<file path="src/rtl/udp_tx_sched_if.sv">
// Sender-side bundle of the UDP line-packet scheduler.
// timeout_err exists only when UDP_TX_TIMEOUT_EN is defined.
interface udp_tx_sched_if;
  logic        frame_sync;
  logic [11:0] v_height;
  logic [10:0] fifo_rd_count;
  logic [3:0]  tx_state;
  logic        frame_sync_o;
  logic        line_sync_o;
  logic [15:0] line_number;
  logic [15:0] tx_data_length;
  logic [15:0] tx_total_length;
  logic        busy;
  logic        frame_done;
`ifdef UDP_TX_TIMEOUT_EN
  logic        timeout_err;

  modport master (
    input  frame_sync, v_height, fifo_rd_count, tx_state,
    output frame_sync_o, line_sync_o, line_number,
    output tx_data_length, tx_total_length,
    output busy, frame_done, timeout_err
  );
  modport slave (
    output frame_sync, v_height, fifo_rd_count, tx_state,
    input  frame_sync_o, line_sync_o, line_number,
    input  tx_data_length, tx_total_length,
    input  busy, frame_done, timeout_err
  );
`else
  modport master (
    input  frame_sync, v_height, fifo_rd_count, tx_state,
    output frame_sync_o, line_sync_o, line_number,
    output tx_data_length, tx_total_length,
    output busy, frame_done
  );
  modport slave (
    output frame_sync, v_height, fifo_rd_count, tx_state,
    input  frame_sync_o, line_sync_o, line_number,
    input  tx_data_length, tx_total_length,
    input  busy, frame_done
  );
`endif
endinterface

</file>
<file path="src/rtl/udp_tx_sched.sv">
// Paces one UDP packet per video line into the IP frame sender.
// Optional FIFO-fill watchdog enabled by macro UDP_TX_TIMEOUT_EN.
module udp_tx_sched #(
  parameter int         PAYLOAD_WORDS  = 320,
  parameter int         IPG_CYCLES     = 16,
  parameter logic [3:0] TX_IDLE        = 4'd0,
  parameter int         TIMEOUT_CYCLES = 1000000
) (
  input logic            g_clk,
  input logic            reset,
  udp_tx_sched_if.master bus
);
  typedef enum logic [2:0] {
    IDLE, WAIT_DATA, START, SEND, GAP
  } state_t;

  localparam logic [10:0] THR = 11'(PAYLOAD_WORDS);
  localparam logic [7:0]  IPG = 8'(IPG_CYCLES);

  state_t      state, state_n;
  logic [15:0] line_cnt, line_cnt_n;
  logic [11:0] h_lat, h_lat_n;
  logic [7:0]  gap_cnt, gap_cnt_n;
  logic        pend, pend_n;
  logic        seen, seen_n;
  logic        ls_n, fs_n, fd_n;
  logic [15:0] ln_n;
  logic        fifo_ok, last, sync_req;
`ifdef UDP_TX_TIMEOUT_EN
  localparam logic [31:0] TO_LIM = 32'(TIMEOUT_CYCLES - 1);
  logic [31:0] to_cnt, to_cnt_n;
  logic        to_err_n;
`endif

  assign fifo_ok  = bus.fifo_rd_count >= THR;
  assign last     = line_cnt == {4'd0, h_lat};
  assign sync_req = pend || bus.frame_sync;
  assign bus.busy = state != IDLE;
  assign bus.tx_data_length  = 16'(PAYLOAD_WORDS * 4 + 8);
  assign bus.tx_total_length = 16'(PAYLOAD_WORDS * 4 + 28);

  always_comb begin
    state_n    = state;
    line_cnt_n = line_cnt;
    h_lat_n    = h_lat;
    gap_cnt_n  = gap_cnt;
    pend_n     = pend;
    seen_n     = seen;
    ls_n       = 1'b0;
    fs_n       = 1'b0;
    fd_n       = 1'b0;
    ln_n       = bus.line_number;
`ifdef UDP_TX_TIMEOUT_EN
    to_cnt_n   = '0;
    to_err_n   = 1'b0;
`endif
    if (bus.frame_sync && state != IDLE)
      pend_n = 1'b1;
    unique case (state)
      IDLE: begin
        if (bus.frame_sync) begin
          h_lat_n    = bus.v_height;
          line_cnt_n = '0;
          if (bus.v_height == '0) fd_n = 1'b1;
          else state_n = WAIT_DATA;
        end
      end
      WAIT_DATA: begin
        if (fifo_ok) state_n = START;
`ifdef UDP_TX_TIMEOUT_EN
        else if (to_cnt == TO_LIM) begin
          line_cnt_n = line_cnt + 16'd1;
          to_err_n   = 1'b1;
          gap_cnt_n  = IPG;
          state_n    = GAP;
        end else to_cnt_n = to_cnt + 32'd1;
`endif
      end
      START: begin
        ls_n    = 1'b1;
        ln_n    = line_cnt;
        fs_n    = line_cnt == '0;
        seen_n  = 1'b0;
        state_n = SEND;
      end
      SEND: begin
        if (bus.tx_state != TX_IDLE) seen_n = 1'b1;
        else if (seen) begin
          gap_cnt_n = IPG;
          state_n   = GAP;
          // a queued frame_sync truncates the frame here
          if (sync_req) begin
            fd_n       = 1'b1;
            line_cnt_n = '0;
            h_lat_n    = bus.v_height;
            pend_n     = 1'b0;
          end else line_cnt_n = line_cnt + 16'd1;
        end
      end
      GAP: begin
        if (gap_cnt > 8'd1) gap_cnt_n = gap_cnt - 8'd1;
        else begin
          gap_cnt_n = '0;
          if (!last) state_n = WAIT_DATA;
          else begin
            fd_n = 1'b1;
            if (sync_req) begin
              h_lat_n    = bus.v_height;
              line_cnt_n = '0;
              pend_n     = 1'b0;
              state_n    = (bus.v_height == '0) ? IDLE : WAIT_DATA;
            end else state_n = IDLE;
          end
        end
      end
      default: state_n = IDLE;
    endcase
  end

  always_ff @(posedge g_clk) begin
    if (reset) begin
      state            <= IDLE;
      line_cnt         <= '0;
      h_lat            <= '0;
      gap_cnt          <= '0;
      pend             <= 1'b0;
      seen             <= 1'b0;
      bus.line_sync_o  <= 1'b0;
      bus.frame_sync_o <= 1'b0;
      bus.frame_done   <= 1'b0;
      bus.line_number  <= '0;
    end else begin
      state            <= state_n;
      line_cnt         <= line_cnt_n;
      h_lat            <= h_lat_n;
      gap_cnt          <= gap_cnt_n;
      pend             <= pend_n;
      seen             <= seen_n;
      bus.line_sync_o  <= ls_n;
      bus.frame_sync_o <= fs_n;
      bus.frame_done   <= fd_n;
      bus.line_number  <= ln_n;
    end
  end

`ifdef UDP_TX_TIMEOUT_EN
  always_ff @(posedge g_clk) begin
    if (reset) begin
      to_cnt          <= '0;
      bus.timeout_err <= 1'b0;
    end else begin
      to_cnt          <= to_cnt_n;
      bus.timeout_err <= to_err_n;
    end
  end
`endif
endmodule
</file>
<file path="src/flat_wrapper.sv">
// flat-port wrapper written by rule: the top's interface ports become plain ports
module udp_tx_sched_flat 
#(
  parameter int         PAYLOAD_WORDS  = 320,
  parameter int         IPG_CYCLES     = 16,
  parameter logic [3:0] TX_IDLE        = 4'd0,
  parameter int         TIMEOUT_CYCLES = 1000000
)
  (g_clk, reset, bus_frame_sync, bus_v_height, bus_fifo_rd_count, bus_tx_state, bus_frame_sync_o, bus_line_sync_o, bus_line_number, bus_tx_data_length, bus_tx_total_length, bus_busy, bus_frame_done);
  udp_tx_sched_if bus_i ();
  input logic g_clk;
  input logic reset;
  input wire logic [$bits(bus_i.frame_sync)-1:0] bus_frame_sync;
  input wire logic [$bits(bus_i.v_height)-1:0] bus_v_height;
  input wire logic [$bits(bus_i.fifo_rd_count)-1:0] bus_fifo_rd_count;
  input wire logic [$bits(bus_i.tx_state)-1:0] bus_tx_state;
  output wire logic [$bits(bus_i.frame_sync_o)-1:0] bus_frame_sync_o;
  output wire logic [$bits(bus_i.line_sync_o)-1:0] bus_line_sync_o;
  output wire logic [$bits(bus_i.line_number)-1:0] bus_line_number;
  output wire logic [$bits(bus_i.tx_data_length)-1:0] bus_tx_data_length;
  output wire logic [$bits(bus_i.tx_total_length)-1:0] bus_tx_total_length;
  output wire logic [$bits(bus_i.busy)-1:0] bus_busy;
  output wire logic [$bits(bus_i.frame_done)-1:0] bus_frame_done;
  assign bus_i.frame_sync = bus_frame_sync;
  assign bus_i.v_height = bus_v_height;
  assign bus_i.fifo_rd_count = bus_fifo_rd_count;
  assign bus_i.tx_state = bus_tx_state;
  assign bus_frame_sync_o = bus_i.frame_sync_o;
  assign bus_line_sync_o = bus_i.line_sync_o;
  assign bus_line_number = bus_i.line_number;
  assign bus_tx_data_length = bus_i.tx_data_length;
  assign bus_tx_total_length = bus_i.tx_total_length;
  assign bus_busy = bus_i.busy;
  assign bus_frame_done = bus_i.frame_done;
  udp_tx_sched #(.PAYLOAD_WORDS(PAYLOAD_WORDS), .IPG_CYCLES(IPG_CYCLES), .TX_IDLE(TX_IDLE), .TIMEOUT_CYCLES(TIMEOUT_CYCLES)) u_core (.g_clk(g_clk), .reset(reset), .bus(bus_i));
endmodule
</file>
<file path="config.mk">
export PLATFORM = sky130hd
export DESIGN_NAME = udp_tx_sched_flat
export DESIGN_NICKNAME = d
export VERILOG_FILES = /design/src/rtl/udp_tx_sched_if.sv /design/src/rtl/udp_tx_sched.sv /design/src/flat_wrapper.sv
export SDC_FILE = /design/constraint.sdc
export NUM_CORES = 1
export LEC_CHECK = 0
export BUFFER_PORTS_ARGS = -buffer_cell sky130_fd_sc_hd__buf_4
export CORE_MARGIN = 3
export CORE_UTILIZATION = 25
export CTS_CLUSTER_SIZE = 12
export DETAILED_ROUTE_END_ITERATION = 8
export PLACE_DENSITY_LB_ADDON = 0.3
export SLEW_MARGIN = 15
export SYNTH_ARGS = -nofsm -noshare
export SYNTH_HDL_FRONTEND = slang
export SYNTH_SLANG_ARGS = --single-unit
</file>
<file path="constraint.sdc">
create_clock -name g_clk -period 3.1 [get_ports g_clk]
set_input_delay 0.31 -clock g_clk [delete_from_list [all_inputs] [get_ports g_clk]]
set_output_delay 0.31 -clock g_clk [all_outputs]
set_load 0.03 [all_outputs]
</file>
=== Word-level counts from Yosys, hierarchy flattened ===
Cells that the tools add are included.

* Bits in registers: 60
* Latch bits: 0
* RAM bits: 0
* Bits in read-only memories: 0
* Input bits: 30
* Output and inout bits: 52
* Word-level logic and storage cells: 92
* Memories: 0

* $add $sub $neg: 2
* Multipliers: 0
* Divide/modulo/power cells: 0
* Order comparisons: 2
* Eq/ne operators: 14
* Shift operators: 0
* Multiplexer cells: 47
* Bitwise logic cells: 1
* Reductions and logical operators: 16

{| class="wikitable"
|+ Operators with widths
! operator !! number
|-
| $mux W16 || 7
|-
| $mux W12 || 6
|-
| $pmux W16 S3 || 1
|-
| $pmux W12 S3 || 1
|-
| $mux W3 || 8
|-
| $mux W8 || 3
|-
| $add A16 B1 Y16 const B || 1
|-
| $eq A16 B12 Y1 || 1
|-
| $logic_not A16 Y1 || 1
|-
| $mux W1 || 16
|-
| $pmux W8 S2 || 1
|-
| $pmux W3 S5 || 1
|-
| $logic_not A12 Y1 || 1
|-
| $reduce_and A6 Y1 || 2
|-
| $ge A11 B9 Y1 const B || 1
|-
| $ne A2 B1 Y1 const B || 5
|-
| $gt A8 B1 Y1 const B || 1
|-
| $ne A2 B2 Y1 const B || 4
|-
| $sub A8 B1 Y8 const B || 1
|-
| $reduce_and A7 Y1 || 1
|-
| $eq A3 B2 Y1 const B || 2
|-
| $reduce_bool A3 Y1 || 2
|-
| $pmux W1 S2 || 2
|-
| $reduce_bool A2 Y1 || 2
|-
| other kinds (11) || 11
|}

=== Longest topological paths before layout ===
Gate-level depths: netlist (run 1).

* Word-level depth: 7
* Mapped depth: 9
* Gate-level depth less buffers: 8

=== Least setup slack after synthesis (run 1) ===
OpenSTA, ideal clock, no wires.

* Kind: reg-to-reg
* From: register u_core.gap_cnt[2]
* To: register u_core.line_cnt[8]
* Library setup time: 0.135 ns
* Arrival time: 2.039 ns
* Data required time: 2.965 ns
* Setup slack: 0.926 ns
* Cell stages (with the launch flop): 8
* Buffers on the path: 1
* Period minus slack after synthesis: 2.174 ns
* Path through: dfxtp_1 > or4_4 > or4_4 > nor3_2 > and3_1 > or3_1 > buf_4 > a31oi_1

* Word-level cells in the longest chain between the ends: 3

{| class="wikitable"
|+ Ends and longest elaborated chain
! what !! RTL line !! RTL
|-
| from (decl) || udp_tx_sched.sv:23 || <nowiki>logic [7:0] gap_cnt, gap_cnt_n;</nowiki>
|-
| from (signal assigned) || udp_tx_sched.sv:136 || <nowiki>gap_cnt <= gap_cnt_n;</nowiki>
|-
| $gt A8 B1 Y1 || udp_tx_sched.sv:101 || <nowiki>if (gap_cnt > 8'd1) gap_cnt_n = gap_cnt - 8'd1;</nowiki>
|-
| $ne A2 B2 Y1 (no source line) || -- ||
|-
| $reduce_and A7 Y1 (no source line) || -- ||
|-
| to (signal assigned) || udp_tx_sched.sv:134 || <nowiki>line_cnt <= line_cnt_n;</nowiki>
|-
| to (decl) || udp_tx_sched.sv:21 || <nowiki>logic [15:0] line_cnt, line_cnt_n;</nowiki>
|}

Every way passes these cells.
A chain may end at the register's enable or synchronous reset.

=== Final worst setup path (run 1) ===
* From: register u_core.state[0]
* To: register u_core.line_cnt[5]

* Word-level cells in the longest chain between the ends: 3
* Elaborated cells on any way between the ends: 12
* Classes of those cells: eq/ne: 8; mux: 1; reduce/logical: 3

{| class="wikitable"
|+ Ends and longest elaborated chain
! what !! RTL line !! RTL
|-
| from (decl) || udp_tx_sched.sv:20 || <nowiki>state_t state, state_n;</nowiki>
|-
| from (signal assigned) || udp_tx_sched.sv:133 || <nowiki>state <= state_n;</nowiki>
|-
| $eq A3 B3 Y1, or another cell as far along || udp_tx_sched.sv:59 || <nowiki>unique case (state)</nowiki>
|-
| $ne A2 B1 Y1 (no source line), or another cell as far along || -- ||
|-
| $reduce_and A7 Y1 (no source line) || -- ||
|}

Parallel ways exist; a longest one is shown, timed or not.

==> reports/qor.txt, run 1 <==
Final core occ: 31.0%
Critical Path AT: 2.76 ns
Post-Route WL: 7970 um
VDD IR max: 279 uV
DR WL/cell: 13.1 um
Initial antenna violation count: 0
Post-CTS Resized: 0
Full die area: 14200 sq um
Class of the worst hold path: in -> reg
Total iterations of the first detailed-routing run: 4
Hpwl dp: 5940 um
Max-cap viol count: 0
Final worst slack: 0.591 ns
Crit end category: register
Mapped Area: 3190 sq um
Port Buf Inserts: 43
Starting Density: 26.0%
Power Density: 554 nW/um^2
Primary FF master, synth: dfxtp_1
Commonest cells after routing, fill and taps aside: dfxtp_1 (60), nand2_1 (54), buf_4 (47)
Gr ovfl total: 0
Commonest non-fill, non-tap cell in the layout: dfxtp_1
CTS clk-pin slew, worst paths: 0.05 ns
Initial DRC Count: 208
Final Setup Violations: 0
Routed via count: 2815
Routability cong.: 0.824
Post-CTS Setup Bufs: 0
Vias in the first global route: 2705
Dpl ws: 0.609 ns
CP required: 3.35 ns
TNS Setup: 0 ns
Die Wd: 119 um
Crit path kind: reg -> reg
CTS tree: done
CTS Buffer Depth: 2
Leak: 1.48 nW
Setup crit start kind: register
Synthesis-stage register bit count: 60
Register area share after synthesis: 37.6%
Root Buffer: clkbuf_16
Nets: 473
Core area: 12300 sq um
Largest net degree at the start of global routing: 49
RSZ-0062 raised after global routing: no
H-tree depth: 3
Post-synth EDFFs: 0
Post-route cell area: 3800 sq um
Ys Warns: 0
Site row count: 40
Final hold vios: 0
P&R area growth vs syn: 19.2%
Slew Limit Fails: 0
Die height: 119 um
Clk_lat worst skew: 0.33 ns
Number of library cell types mapped by synthesis: 46
Placed instance area: 3530 sq um
Via-per-instance ratio: 4.61
I/O pins: 82
Final ANT Viol Nets: 0
Tmin final: 2.51 ns
Async SR Flop Fraction: 0%
# DRC: 0
First-pass GRT wire length: 13200 um
Ant diodes: 0
Post-Syn Instances: 407
Crit share post-route: 80.9%
Worst hold slack: 0.233 ns
Worst slew margin: 51.8%
Fraction of layout cells with a size suffix above 1: 15.2%
Num CTS Buffers: 9
All-Layer GR Usage: 11.4%
Skew final: 0.00963 ns
Worst-Margin Slew: 0.716 ns
CTS Sinks: 60
Fmax: 399 MHz
Critical path fanouts, max: 12
Mean Syn Cell Area: 7.84 sq um
Cts hold-fix bufs: 0
Run status: completed
==> area by class of cell <==
| type | count | area (sq um) |
|---|---|---|
| Clock buffer | 11 | 233 |
| Clock inverter | 3 | 40.0 |
| Tap cell | 168 | 210 |
| Multi-Input combinational cell | 310 | 1720 |
| Fill cell | 1320 | 8460 |
| Inverter | 11 | 41.3 |
| Sequential cell | 60 | 1200 |
| Timing Repair Buffer | 47 | 353 |
==> where the power goes <==
group,switching [mW],internal (mW),leakage (nW),total [mW]
Sequential,0.0368,0.803,0.486,0.839
Combinational,0.210,0.120,0.862,0.330
Clock,0.327,0.609,0.135,0.936
Total,0.573,1.53,1.48,2.11
==> worst max-delay path: stages, from the launching register on <==
cell     delay (ns)
dfxtp_1        0.41
nor2b_1        0.24
and4_1         0.30
o21ai_0        0.61
inv_1          0.11
or3_1          0.52
a31oi_1        0.23
==> cells in the mapped netlist, drive strengths merged (12+ instances only) <==
| library cell | count | area (sq um) |
|---|---|---|
| nand2 | 54 | 203 |
| a31oi | 16 | 100 |
| a21oi | 34 | 174 |
| xnor2 | 14 | 123 |
| nor3 | 12 | 65.1 |
| buf | 35 | 258 |
| nand3 | 17 | 85.1 |
| nor4 | 13 | 96.3 |
| dfxtp | 60 | 1200 |
| nor2 | 40 | 150 |
| clkbuf | 21 | 78.8 |
| mux2i | 12 | 120 |
==> per-layer routing <==
layer	global-route usage, %	share of wire, %	up-vias
met4	3.98	0.64	0
met3	4.08	5.8	6
met5	0	0	-
met1	14.5	48	1300
met2	17.8	45	71
li1	-	-	1438
==> stage by stage <==
step	cells	total power, mW
floorplan	437	1.13
global placement	596	1.18
detailed placement	596	1.18
CTS	610	2.13
global route	610	2.20
finish	610	2.11
==> worst paths after layout <==
kind / start / endpoint / slack, ns / depth (start not counted)
setup / recovery: u_core.state[0] / u_core.line_cnt[5] / 0.59 / 6
hold / removal: bus_v_height[3] / u_core.h_lat[3] / 0.23 / 3
setup reg to reg: u_core.state[0] / u_core.line_cnt[5] / 0.59 / 6
hold reg to reg: u_core.bus.line_number[6] / u_core.bus.line_number[6] / 0.45 / 2
==> cell families after synthesis <==
family	share of synthesized area, %
AOI/OAI and AO/OA	14.4
xor gates and xnor gates	4.67
adders and majority gates	1.57
buffers and inverters	11.8
DFF	37.6
muxes	3.76
other	0.235
and+or+nand+nor	25.9
==> registers in the layout, summed over array words and instances (netlist names) <==
signal and count:
u_core.h_lat 12, u_core.bus.frame_sync_o 1, u_core.gap_cnt 8, u_core.bus.frame_done 1, u_core.line_cnt 16, u_core.seen 1
u_core.bus.line_number 16, u_core.bus.line_sync_o 1, u_core.state 3, u_core.pend 1
Note: power is estimated with default switching activity, not from simulation.
==> run 2, diff against run 1 <==
--- a/config.mk
+++ b/config.mk
@@ -5,6 +5,7 @@
 export SDC_FILE = /design/constraint.sdc
 export NUM_CORES = 1
 export LEC_CHECK = 0
+export ABC_AREA = 1
 export BUFFER_PORTS_ARGS = -buffer_cell sky130_fd_sc_hd__buf_4
 export CORE_MARGIN = 3
 export CORE_UTILIZATION = 25
==> constraint.sdc (replaced) <==
create_clock -name g_clk -period 2.1 [get_ports g_clk]
set_input_delay 0.21 -clock g_clk [delete_from_list [all_inputs] [get_ports g_clk]]
set_output_delay 0.21 -clock g_clk [all_outputs]
set_load 0.03 [all_outputs]
==> run 2 against run 1 <==
Synthesized area is 9.8% higher. Sequential cell count unchanged. Critical endpoint is now u_core.h_lat[11]. Final cell count up 23%. Sequential share of layout area shrank 3.1 points. Worst setup slack worse by 0.35 ns. Synthesized cell count rose by 29%. Worst hold slack worse by 0.13 ns. Fmax rose by 35%. Combinational power grew to 7.3 times the previous value.
==> reports/qor.txt, run 2 <==
Post-CTS Setup Bufs: 0
Crit share post-route: 88.3%
Yosys top cell area share: 34.3%
Final core occ: 31.4%
DR WL/cell: 12.0 um
Async SR Flop Fraction: 0%
Met1 Use GR: 16.6%
VDD IR max: 527 uV
Initial DRC Count: 211
Critical path fanouts, max: 21
Met3 global-route usage: 3.26%
Run status: completed
Power Density: 1270 nW/um^2
Clk pwr share: 24.7%
H-tree depth: 3
# DRC: 0
# placed instances: 737
Register area share after synthesis: 34.3%
First-pass GRT wire length: 15000 um
I/O pins: 82
Final hold vios: 0
Final Setup Violations: 0
Post-synth EDFFs: 0
CTS Sinks: 60
Ant diodes: 0
Top Registers: u_core.bus.line_number x16, u_core.line_cnt x16, u_core.h_lat x12
Crit end category: register
Seq pwr share: 30.4%
Tmin final: 1.86 ns
Clk_lat worst skew: 0.33 ns
Site row count: 42
Total iterations of the first detailed-routing run: 6
Fraction of layout cells with a size suffix above 1: 17.5%
Commonest cells after routing, fill and taps aside: nand2_1 (116), nor2_1 (83), dfxtp_1 (60)
Fillers: 1508
Vias in the first global route: 3048
Nets: 606
Skew final: 0.00493 ns
Met2 Resource Use GR: 16.9%
Critical Path, Cell by Cell: inv_1 > ha_1 > inv_1 > nand2_1 > nand4_1 > nand2_2 > nand2_2 > nor2_8 > nand3_2 > buf_12 > nor2_1 > nor2_1
Post-Route WL: 9010 um
Net Sw Frac: 42.0%
All-Layer GR Usage: 11.7%
Final ANT Viol Nets: 0
Most numerous cell in the Yosys netlist: nand2_1
Num CTS Buffers: 9
TNS Setup: 0 ns
Mean Syn Cell Area: 6.70 sq um
Critical Path AT: 2.08 ns
Switching power: 2.25 mW
Core area: 13500 sq um
P&R area growth vs syn: 20.5%
Non-Filler Instances: 753
Worst hold slack: 0.107 ns
Ys Warns: 0
Gr busiest metal: met2
Synthesis-stage register bit count: 60
Routed via count: 3338
Crit path kind: reg -> reg
CP required: 2.33 ns
Routability cong.: 0.900
Critical-path top delay cell: dfxtp_1
Cell taking the most area after synthesis: dfxtp_1
Logic gate share of total power: 44.9%
Slew Limit Fails: 0
Initial antenna violation count: 0
Fmax: 539 MHz
Via-per-instance ratio: 4.43
Full die area: 15500 sq um
Top cells by area, synth: dfxtp_1 (34%), nand2_1 (12%), nor2_1 (8.9%), buf_4 (7.5%), a21oi_1 (5.0%)
Mapped Area: 3500 sq um
Number of library cell types mapped by synthesis: 36
Setup crit start kind: register
Commonest non-fill, non-tap cell in the layout: nand2_1
Worst path max stage delay: 0.32 ns
Class of the worst hold path: in -> reg
Die height: 124 um
CTS Buffer Depth: 2
Post-synth top cells: nand2_1 (116), nor2_1 (83), dfxtp_1 (60)
Gr ovfl total: 0
Primary FF master, synth: dfxtp_1
CTS clk-pin slew, worst paths: 0.05 ns
CTS tree: done
Worst-Margin Slew: 0.504 ns
Hpwl dp: 6850 um
Post-Syn Instances: 523
Leak: 1.88 nW
RSZ-0062 raised after global routing: no
Die Wd: 124 um
Starting Density: 26.0%
Largest net degree at the start of global routing: 33
Internal power: 3.11 mW
Root Buffer: clkbuf_16
Worst slew margin: 66.3%
Cts hold-fix bufs: 0
Max-cap viol count: 0
Port Buf Inserts: 43
Post-CTS Resized: 0
-- run 2: changes by cell type after synthesis, sizes merged, moves of 9 or more --
cell | previous run | this run
nor4 | 13 | 4
clkbuf | 21 | 9
mux2i | 12 | 0
inv | 11 | 52
nand2 | 54 | 123
o21ai | 11 | 26
nand4 | 9 | 24
a31oi | 16 | 1
xnor2 | 14 | 3
nor2 | 40 | 89
-- run 2: layout make-up --
type	instances	area (sq um)	area share, %
multi-input combinational	391	1880	44.6
sequential	60	1200	28.4
timing repair buffer	58	460	10.9
clock buffer	14	254	6.01
tap	176	220	5.21
inverter	52	195	4.62
clock inverter	2	10.0	0.237
-- run 2: power by group through the flow --
| stage | registers (mW) | logic [mW] | clock network (mW) |
|---|---|---|---|
| finish | 1.63 | 2.41 | 1.33 |
| global route | 1.67 | 2.69 | 1.41 |
| CTS | 1.63 | 2.42 | 1.35 |
| detailed placement | 1.65 | 2.40 | 0 |
| global placement | 1.65 | 2.37 | 0 |
| floorplan | 1.84 | 1.64 | 0 |
-- run 2: path summary, 6_finish.rpt --
| path | start | cells past startpoint | end | slack, ns |
|---|---|---|---|---|
| setup reg to reg | u_core.gap_cnt[0] | 12 | u_core.h_lat[11] | 0.24 |
| setup / recovery | u_core.gap_cnt[0] | 12 | u_core.h_lat[11] | 0.24 |
| hold reg to reg | u_core.seen | 2 | u_core.seen | 0.46 |
| hold / removal | bus_v_height[4] | 3 | u_core.h_lat[4] | 0.11 |
-- run 2: cells by family (layout without fill, tap and decap cells) --
logic type	after synthesis	in the layout	share of synthesized area [%]
other	2	32	0.214
XOR/XNOR	11	11	2.75
flip-flops	60	60	34.3
AND/OR/NAND/NOR	279	279	36.5
buffers and inverters	102	126	15.2
adder cells (fa/ha/maj)	4	4	1.43
AO/OA/AOI/OAI	65	65	9.64
-- run 2: critical path, delay by kind of cell (launching register included) --
| family | cells | cell delay, ns |
|---|---|---|
| simple gates | 8 | 0.86 |
| buf+inv | 3 | 0.35 |
| flops | 1 | 0.32 |
| fa+ha+maj | 1 | 0.21 |
-- run 2: routing by layer --
layer,share of wire [%],routed length (um),up-vias
li1,-,-,1721
met5,0,0,-
met3,6.2,557,11
met2,42,3810,115
met4,1.4,129,0
met1,50,4520,1491
-- run 2: per-stage QoR --
step | power, mW | area (sq um) | setup slack (ns)
floorplan | 3.49 | 3620 | 0.449
global placement | 4.02 | 3960 | 0.282
detailed placement | 4.05 | 3960 | 0.258
CTS | 5.40 | 4220 | 0.248
global route | 5.77 | 4220 | 0.0135
finish | 5.36 | 4220 | 0.245
==> run 3, diff against run 2 <==
==> constraint.sdc (replaced) <==
create_clock -name g_clk -period 1.91 [get_ports g_clk]
set_input_delay 0.191 -clock g_clk [delete_from_list [all_inputs] [get_ports g_clk]]
set_output_delay 0.191 -clock g_clk [all_outputs]
set_load 0.03 [all_outputs]
==> run 3 against run 2 <==
Clock-buffer cell count decreased by 2. First-iteration DRC count increased by 48%. Combinational power increased by 16%. Largest cell class unchanged. Critical path type unchanged. Critical endpoint is now u_core.h_lat[3]. Largest power group unchanged. Cell area increased by 4.1%.
==> reports/qor.txt, run 3 (same netlist as run 2, synthesis figures left out) <==
Slew Limit Fails: 0
Final hold vios: 0
Commonest non-fill, non-tap cell in the layout: nand2_1
Starting Density: 26.0%
Core area: 13500 sq um
Num CTS Buffers: 9
Root Buffer: clkbuf_16
Setup crit start kind: register
CTS Sinks: 60
Die height: 124 um
Hold worst-path end: u_core.h_lat[4]
Critical path fanouts, max: 9
Final ANT Viol Nets: 0
H-tree depth: 3
Crit path kind: reg -> reg
Final Setup Violations: 0
Hold Path Origin: bus_v_height[4]
Ant diodes: 0
Port Buf Inserts: 43
CTS Buffer Depth: 2
Initial DRC Count: 313
Tmin final: 1.74 ns
Worst hold slack: 0.0974 ns
Top Registers: u_core.bus.line_number x16, u_core.line_cnt x16, u_core.h_lat x12
CTS clk-pin slew, worst paths: 0.05 ns
TNS Setup: 0 ns
Fmax: 573 MHz
P&R area growth vs syn: 25.5%
Crit end category: register
RSZ-0062 raised after global routing: no
Gr ovfl total: 0
Site row count: 42
Clk_lat worst skew: 0.33 ns
Initial antenna violation count: 0
First-pass GRT wire length: 14900 um
Worst R2R Setup Slack: 0.17 ns
DR WL/cell: 12.0 um
Commonest cells after routing, fill and taps aside: nand2_1 (116), nor2_1 (81), buf_4 (63)
Nets: 616
VDD IR max: 456 uV
Critical-path top delay cell: dfxtp_1
Post-Route WL: 9180 um
CP dominant cell by count: nor2_1
Hpwl dp: 6870 um
All-Layer GR Usage: 11.6%
Critical Path, Cell by Cell: inv_2 > ha_4 > inv_1 > nand2_1 > nand4_1 > nand2_2 > nand2_4 > nor2_8 > nand3_4 > buf_6 > nor2_1 > nor2_1
# DRC: 0
Routability cong.: 0.884
Run status: completed
Reg2reg path depth: 12
CTS tree: done
Routed via count: 3359
Fraction of layout cells with a size suffix above 1: 20.6%
I/O pins: 82
Leak: 1.96 nW
Post-route total power: 6.31 mW
Skew final: 0.00839 ns
Worst path top cell family by delay: simple AND/OR/NAND/NOR gates
Buf/Inv on CP: 3
Crit share post-route: 91.4%
Vias in the first global route: 3037
Via-per-instance ratio: 4.40
Min-Delay Path Depth: 3
Class of the worst hold path: in -> reg
Critical Path AT: 1.97 ns
Die Wd: 124 um
Max-cap viol count: 0
Full die area: 15500 sq um
Worst r2r dst: u_core.h_lat[3]
Total iterations of the first detailed-routing run: 4
R2R Path Start: u_core.gap_cnt[0]
Power Density: 1440 nW/um^2
Worst path max stage delay: 0.33 ns
CP required: 2.13 ns
Largest net degree at the start of global routing: 33
==> run 3: repair_timing <==
item,CTS,global route
hold buffers,0,0
setup buffers,0,5
resized for setup,0,18
setup endpoints to repair,0,32
==> run 3: through the flow <==
stage / cell area (sq um) / std cells / utilization (%) / setup slack [ns]
6_report: 4400 / 763 / 32.7 / 0.165
5_1_grt: 4400 / 763 / 32.7 / 0.00427
4_1_cts: 4280 / 757 / 31.8 / 0.0520
3_5_place_dp: 3960 / 741 / 29.5 / 0.0719
3_3_place_gp: 3960 / 741 / 29.5 / 0.106
2_1_floorplan: 3620 / 553 / - / 0.259
==> run 3: layer usage <==
layer	up-vias	part of all wire (%)	wire, um	global-route usage (%)
li1	1744	-	-	-
met1	1512	51	4680	16.6
met2	87	43	3940	17.2
met3	16	4.3	390	2.27
met4	0	1.8	167	4.45
met5	-	0	0	0
==> run 3: report_power, final <==
| group | internal, mW | total [mW] | switching (mW) |
|---|---|---|---|
| Sequential | 1.57 | 1.79 | 0.221 |
| Combinational | 1.03 | 2.79 | 1.76 |
| Clock | 1.17 | 1.73 | 0.554 |
| Total | 3.78 | 6.31 | 2.54 |
==> run 3: worst max path at each step <==
stage | startpoint | to | slack [ns] | cells past startpoint
after floorplan | u_core.gap_cnt[0] | u_core.line_cnt[15] | 0.26 | 12
after global placement | u_core.gap_cnt[0] | u_core.line_cnt[15] | 0.11 | 11
after detailed placement | u_core.gap_cnt[0] | u_core.line_cnt[7] | 0.07 | 11
after CTS | u_core.gap_cnt[0] | u_core.line_cnt[7] | 0.05 | 11
after global routing | u_core.gap_cnt[0] | u_core.h_lat[11] | 0.004 | 13
final | u_core.gap_cnt[0] | u_core.h_lat[3] | 0.17 | 12
==> run 3: layout make-up <==
type                       instances  area [sq um]
clock buffer                      12           246
multi-input combinational        392          1930
fill                            1479          9050
inverter                          52           195
clock inverter                     4          72.6
tap                              176           220
sequential                        60          1200
timing repair buffer              67           526
==> run 3: worst min-delay path: cells and delay by family <==
family / cells / cell delay, ns
simple gates: 2 / 0.11
buf+inv: 1 / 0.08
